$ cat config.mk
export PLATFORM = sky130hd
export DESIGN_NAME = cpuregs_arb
export DESIGN_NICKNAME = d
export VERILOG_FILES = /design/src/rtl/pdp2011_pkg.sv /design/src/rtl/cpuregs_arb.sv
export SDC_FILE = /design/constraint.sdc
export NUM_CORES = 1
export LEC_CHECK = 0
export BUFFER_PORTS_ARGS = -buffer_cell sky130_fd_sc_hd__clkbuf_2
export CAP_MARGIN = 20
export CORE_ASPECT_RATIO = 0.8
export CORE_MARGIN = 10
export CORE_UTILIZATION = 33
export DETAILED_ROUTE_END_ITERATION = 8
export PLACE_DENSITY_LB_ADDON = 0.05
export SLEW_MARGIN = 20
export SYNTH_ARGS = -nofsm -noshare
export SYNTH_HDL_FRONTEND = slang
export SYNTH_SLANG_ARGS = --single-unit
$ cat constraint.sdc
create_clock -name clk -period 2 [get_ports clk]
set_clock_uncertainty 0.15 [all_clocks]
set_input_delay 0.1 -clock clk [delete_from_list [all_inputs] [get_ports clk]]
set_output_delay 0.1 -clock clk [all_outputs]
set_load 0.1 [all_outputs]
$ cat src/rtl/pdp2011_pkg.sv
// Shared PDP-11 register-file definitions: arbiter state encoding, address fields, defaults.
package pdp2011_pkg;

    typedef enum logic {
        ST_IDLE = 1'b0,
        ST_ACK  = 1'b1
    } arb_state_t;

    // Register address = {mode[1:0], set, reg[2:0]}
    localparam logic [2:0] REG_SP      = 3'd6;
    localparam logic [1:0] MODE_KERNEL = 2'b00;
    localparam logic [1:0] MODE_SUPER  = 2'b01;
    localparam logic [1:0] MODE_USER   = 2'b11;

    localparam int unsigned STARVE_LIMIT_DEF = 8;

    function automatic logic [1:0] addr_mode(input logic [5:0] addr);
        return addr[5:4];
    endfunction

endpackage

$ cat src/rtl/cpuregs_arb.sv
// Arbitrates the CPU and the console/debug port onto one register-file port.
// CPUREGS_ARB_FORCE_EN enables the starvation counter and forced (CPU-stalling) debug grants.
//
// state   | meaning
// --------+-----------------------------------------------------------
// ST_IDLE | CPU owns the register file; debug granted when CPU idle or forced
// ST_ACK  | debug access done, dbg_ack high until dbg_req drops
module cpuregs_arb
    import pdp2011_pkg::*;
#(
    parameter int unsigned STARVE_LIMIT = STARVE_LIMIT_DEF
) (
    input  logic        clk,
    input  logic        reset_n,
    input  logic        cpu_en,
    input  logic        cpu_we,
    input  logic [5:0]  cpu_raddr,
    input  logic [5:0]  cpu_waddr,
    input  logic [15:0] cpu_d,
    output logic        cpu_stall,
    input  logic        dbg_req,
    input  logic        dbg_we,
    input  logic [5:0]  dbg_addr,
    input  logic [15:0] dbg_wdata,
    output logic        dbg_ack,
    output logic [15:0] dbg_rdata,
    output logic [5:0]  rf_raddr,
    output logic [5:0]  rf_waddr,
    output logic [15:0] rf_d,
    output logic        rf_we,
    input  logic [15:0] rf_o
);

    arb_state_t state, state_nxt;
    logic       grant;
    logic       forced;

    assign grant = (state == ST_IDLE) && dbg_req && (!cpu_en || forced);

`ifdef CPUREGS_ARB_FORCE_EN
    logic [7:0] starve_cnt;

    assign forced = (starve_cnt == 8'(STARVE_LIMIT));

    // Counts only while a pending request is being denied; saturates at the limit.
    always_ff @(posedge clk or negedge reset_n) begin
        if (!reset_n) begin
            starve_cnt <= 8'd0;
        end else if (grant || !dbg_req) begin
            starve_cnt <= 8'd0;
        end else if ((state == ST_IDLE) && cpu_en && !forced) begin
            starve_cnt <= starve_cnt + 8'd1;
        end
    end
`else
    logic [7:0] unused_starve_limit;

    assign forced              = 1'b0;
    assign unused_starve_limit = 8'(STARVE_LIMIT);
`endif

    always_comb begin
        state_nxt = state;
        rf_raddr  = cpu_raddr;
        rf_waddr  = cpu_waddr;
        rf_d      = cpu_d;
        rf_we     = cpu_en && cpu_we;
        cpu_stall = 1'b0;
        dbg_ack   = 1'b0;
        case (state)
            ST_IDLE: begin
                if (grant) begin
                    rf_raddr  = dbg_addr;
                    rf_waddr  = dbg_addr;
                    rf_d      = dbg_wdata;
                    rf_we     = dbg_we;
                    cpu_stall = forced && cpu_en;
                    state_nxt = ST_ACK;
                end
            end
            ST_ACK: begin
                dbg_ack = 1'b1;
                if (!dbg_req) begin
                    state_nxt = ST_IDLE;
                end
            end
            default: state_nxt = ST_IDLE;
        endcase
    end

    always_ff @(posedge clk or negedge reset_n) begin
        if (!reset_n) begin
            state     <= ST_IDLE;
            dbg_rdata <= 16'h0000;
        end else begin
            state <= state_nxt;
            if (grant && !dbg_we) begin
                dbg_rdata <= rf_o;
            end
        end
    end

endmodule

Word-level counts from Yosys, hierarchy flattened --
Index checks and enable logic that the tools add are counted.
Word-level totals: register bits after elaboration 17, input bits 72
Operators by class: mux-type cells 12, bitwise logic cells 1, reductions and logical operators 6
Operator list (number):
- 2-to-1 mux 16 bit | 2
- 2-to-1 mux 6 bit | 4
- 2-to-1 mux 1 bit | 5
- logical AND 1 bit | 4
- zero test 1 bit | 2
- one-hot mux 1 bit (2 select lines) | 1
- NOT 1 bit | 1

Depth between registers and ports, before layout --
depth after elaboration 5, depth in mapped cells 4

Worst setup path before layout --
OpenSTA, ideal clock, no wires.
path type register to output, from register state, to output port rf_we, arrival 3.195 ns, data required time 1.750 ns, slack -1.445 ns, cell stages (with the launch flop) 3, cell sequence dfrtp_1 -> nand3b_1 -> o21ai_0
On the way: longest elaborated chain between the ends 5
Ends and longest elaborated chain:
- start, declared | line cpuregs_arb.sv:34 | arb_state_t state, state_nxt;
- start signal, assigned | line cpuregs_arb.sv:96 | state <= state_nxt;
- NOT 1 bit
- logical AND 1 bit (2 in a row) | line cpuregs_arb.sv:38 | assign grant = (state == ST_IDLE) && dbg_req && (!cpu_en || forced);
- 2-to-1 mux 1 bit | line cpuregs_arb.sv:72 | if (grant) begin
- 2-to-1 mux 1 bit * | line cpuregs_arb.sv:70 | case (state)
- end, declared | line cpuregs_arb.sv:30 | output logic rf_we,
Every way passes the cells marked *; elsewhere a longest branch is shown, timed or not.

Worst setup path in the final report --
from register state, to output port rf_raddr[3]
On the way: longest elaborated chain between the ends 5
Ends and longest elaborated chain:
- NOT 1 bit
- logical AND 1 bit (2 in a row) | line cpuregs_arb.sv:38
- 2-to-1 mux 6 bit | line cpuregs_arb.sv:72
- 2-to-1 mux 6 bit * | line cpuregs_arb.sv:70
- end, declared | line cpuregs_arb.sv:27 | output logic [5:0] rf_raddr,
Marks and branches as above.

==> reports/qor.csv <==
stage,metric,value,unit
status,status,completed,
critical_path,critical path class,flop to output pin,
critical_path,Worst EP required,1.75,ns
timing,Worst Tran Pin Value,0.555,ns
cells_and_area,Ant. Diodes,0,
synth,synth unique cells,13,
power_and_ir_drop,Clock power frac,11.1,%
global_route,met2 Usage GRT,30.5,%
critical_path,endpoint class of the critical path,output pin,
clock_network,CTS max path bufs,2,
synth,Mapped Avg Cell Area,13.8,µm²
critical_path,critical path's largest stage delay,0.42,ns
placed_design,Post-DP Area,0.00207,mm²
power_and_ir_drop,P_leak,1.17,nW
min_path,worst hold path endpoint,state,
global_route,vias in the first global route,1369,
drt,Initial DRC Count,7,
drt,total wire length,4.72,mm
drt,wire length per cell,18.6,µm
global_route,GR Util All Layers,15.8,%
clock_network,Skew-Pair Late Insertion Delay,0.24,ns
cells_and_area,fill count,183,
synth,Synth Area in Compound Gates,1.22,%
timing,minimum clock period,1.97,ns
synth,#FFs+latches synth,17,
critical_path,Register-to-Register Path Depth,4,
timing,Slew HR,63.2,%
placed_design,GP Congestion,0.823,
critical_path,largest fanout on the critical path,9,
global_route,initial antenna violation count,0,
synth,sequential fraction of the synthesis area,41.6,%
drt,drt pass-1 iters,3,
synth,top-area cell type share of the netlist area,48.5,%
floorplan,Die W,82.2,µm
floorplan,initial core utilization,35.6,%
synth,Synth area leaders,"mux2_2 48%, dfrtp_1 42%, nor4b_4 2.3%",
power_and_ir_drop,internal cell power,0.000963,W
synth,simple-gate share of the synthesized area,4.16,%
global_route,GR Layer Usage met3,7.36,%
cells_and_area,layout cells sized above 1,81.5,%
critical_path,r2r setup slk,0.26,ns
drt,# DRC,0,
power_and_ir_drop,Psw,0.00123,W
timing,count of final setup violators,0,
clock_network,clock slew at reported path FFs,0.06,ns
synth,Yosys warnings,0,
placed_design,IO Port Bufs,117,
cells_and_area,post-route cell area,0.00235,mm²
power_and_ir_drop,VDD IR max,1040,µV
timing,Fin. Hold Viols,0,
synth,Post-Syn Area,0.00102,mm²
power_and_ir_drop,Pwr Density,933,mW/mm²
min_path,Hold WC Path Type,input pin to flop,
synth,post-synthesis cell count,74,
power_and_ir_drop,switch share,56.1,%
drt,via count,1163,
global_route,overflow left after global routing,0,
clock_network,TritonCTS buffer count,3,
synth,Post-Syn Nets,146,
timing,Final period util,98.3,%
cells_and_area,fin nets,289,
global_route,largest net degree at the start of global routing,18,
cells_and_area,most frequent cells in the layout,"89 x clkbuf_2, 43 x mux2_2, 28 x buf_12",
critical_path,worst setup path startpoint,state,
critical_path,sequence of cells on the critical path,"nor3b_4, buf_4, buf_6, mux2_2, buf_12",
synth,post-synthesis mux area share,48.5,%
min_path,Worst Hold Path Cells,2,
synth,Post-Synth Adder-Cell Area,0,%
power_and_ir_drop,Comb pwr share,68.0,%
floorplan,Placeable Area,0.00287,mm²
floorplan,I/O pin total,119,
critical_path,"Data arrival, critical path",1.72,ns
synth,dominant cell type by area after synthesis,mux2_2,
global_route,global routing's busiest layer,met2,
run,max-cap violations,0,
clock_network,Sink Count,17,
power_and_ir_drop,sequential share of power,20.9,%
placed_design,"worst slack, placed",0.236,ns
timing,PnR worst setup slack,0.0345,ns
critical_path,RR Endpoint,dbg_rdata[12],
timing,Pins Over Slew Limit,0,
critical_path,crit start category,flop,
floorplan,die area,0.00574,mm²
clock_network,CTS root buffer,clkbuf_8,
global_route,first-pass GRT wire length,7.20,mm
cells_and_area,synth-to-layout area growth,130,%
floorplan,DIE HEIGHT,69.8,µm
cells_and_area,"commonest non-fill, non-tap cell in the layout",clkbuf_2,
synth,dominant combinational cell family by area after synthesis,multiplexers,
global_route,met1 Use GR,14.5,%
clock_network,CTS tree,built,
placed_design,hpwl dp,3.88,mm
clock_network,H-tree Lvls,1,
timing,RSZ-0062 raised after global routing,yes,
min_path,Hold Path Origin,cpu_en,
drt,vias per cell,4.58,
critical_path,CP max stage cell,dfrtp_2,
timing,fmax,509,MHz
critical_path,Reg2Reg Launch Point,state,
floorplan,FP Rows,17,
synth,xor and xnor area share after synthesis,0,%
drt,antenna-violating nets left,0,
## power groups by stage
| stage | Combinational [W] | Clock, W | Sequential (W) |
|---|---|---|---|
| after floorplan | 0.000495 | 0 | 0.00102 |
| after global placement | 0.00144 | 0 | 0.000460 |
| after detailed placement | 0.00145 | 0 | 0.000465 |
| after CTS | 0.00150 | 0.000253 | 0.000458 |
| after global routing | 0.00154 | 0.000263 | 0.000469 |
| final | 0.00149 | 0.000244 | 0.000459 |
## synth_stat cells
| cell | number |
|---|---|
| a21boi_0 | 1 |
| nor3b_1 | 1 |
| o21ai_0 | 1 |
| mux2_2 | 44 |
| nand2_1 | 1 |
| nand3b_1 | 1 |
| dfrtp_1 | 17 |
| conb_1 | 1 |
| buf_6 | 1 |
| inv_1 | 1 |
| nor4b_4 | 1 |
| buf_4 | 3 |
| buf_2 | 1 |
## sequential cells by signal, summed over array words and instances (netlist names)
name and flops:
dbg_rdata 16, state 1
## worst max-delay path, delay by kind of cell, from the launching register on
family / cells / cell delay, ns
AND/OR/NAND/NOR: 1 / 0.19
multiplexers: 1 / 0.37
buffers and inverters: 3 / 0.47
flip-flops: 1 / 0.42
## metrics by stage
| stage | setup TNS [ns] | total power [W] | hold WS [ns] | util (%) | std cells |
|---|---|---|---|---|---|
| 4_1_cts | 0 | 0.00221 | 0.0686 | 81.7 | 254 |
| 6_report | 0 | 0.00220 | 0.0615 | 82.0 | 254 |
| 3_3_place_gp | 0 | 0.00190 | -0.110 | 72.1 | 227 |
| 5_1_grt | -0.0133 | 0.00227 | 0.0938 | 82.0 | 254 |
| 3_5_place_dp | 0 | 0.00192 | -0.0955 | 72.1 | 227 |
| 2_1_floorplan | -1.49 | 0.00151 | -0.346 | - | 74 |
## final cells by class
cell class / count / area [µm²] / share of cell area (%)
repair buffers: 143 / 1260 / 53.4
multi-input cells: 51 / 573 / 24.3
inverters: 1 / 3.75 / 0.159
flip-flops and latches: 17 / 427 / 18.1
well taps: 38 / 47.5 / 2.02
clock buffers: 4 / 45.0 / 1.91
## per-layer routing
metal / share of wire, % / vias to the layer above
met5: 0 / -
met4: 0.93 / 0
met3: 13 / 4
met2: 56 / 70
met1: 30 / 539
li1: - / 550
## kinds of logic after synthesis
logic type	count (synthesis)
multiplexers	44
flip-flops	17
buffers and inverters	6
AND/OR/NAND/NOR	4
AO/OA/AOI/OAI	2
other	1
## how the worst max path moves through the flow
stage	depth (start not counted)	end	slack, ns
after floorplan	4	rf_d[0]	-0.07
after global placement	4	rf_raddr[2]	0.28
after detailed placement	4	rf_raddr[4]	0.24
after CTS	5	rf_d[8]	0.05
after global routing	5	rf_d[8]	-0.007
final	5	rf_raddr[3]	0.03
## repair_timing
item / CTS / global route
buffers inserted: 3 / 0
resized for setup: 5 / 2
pin swaps: 1 / 0
hold buffers: 18 / 0
setup endpoints to repair: 18 / 7
hold endpoints to repair: 34 / 0
gates cloned: 2 / 0
No activity file was read; power rests on OpenSTA's default activity.
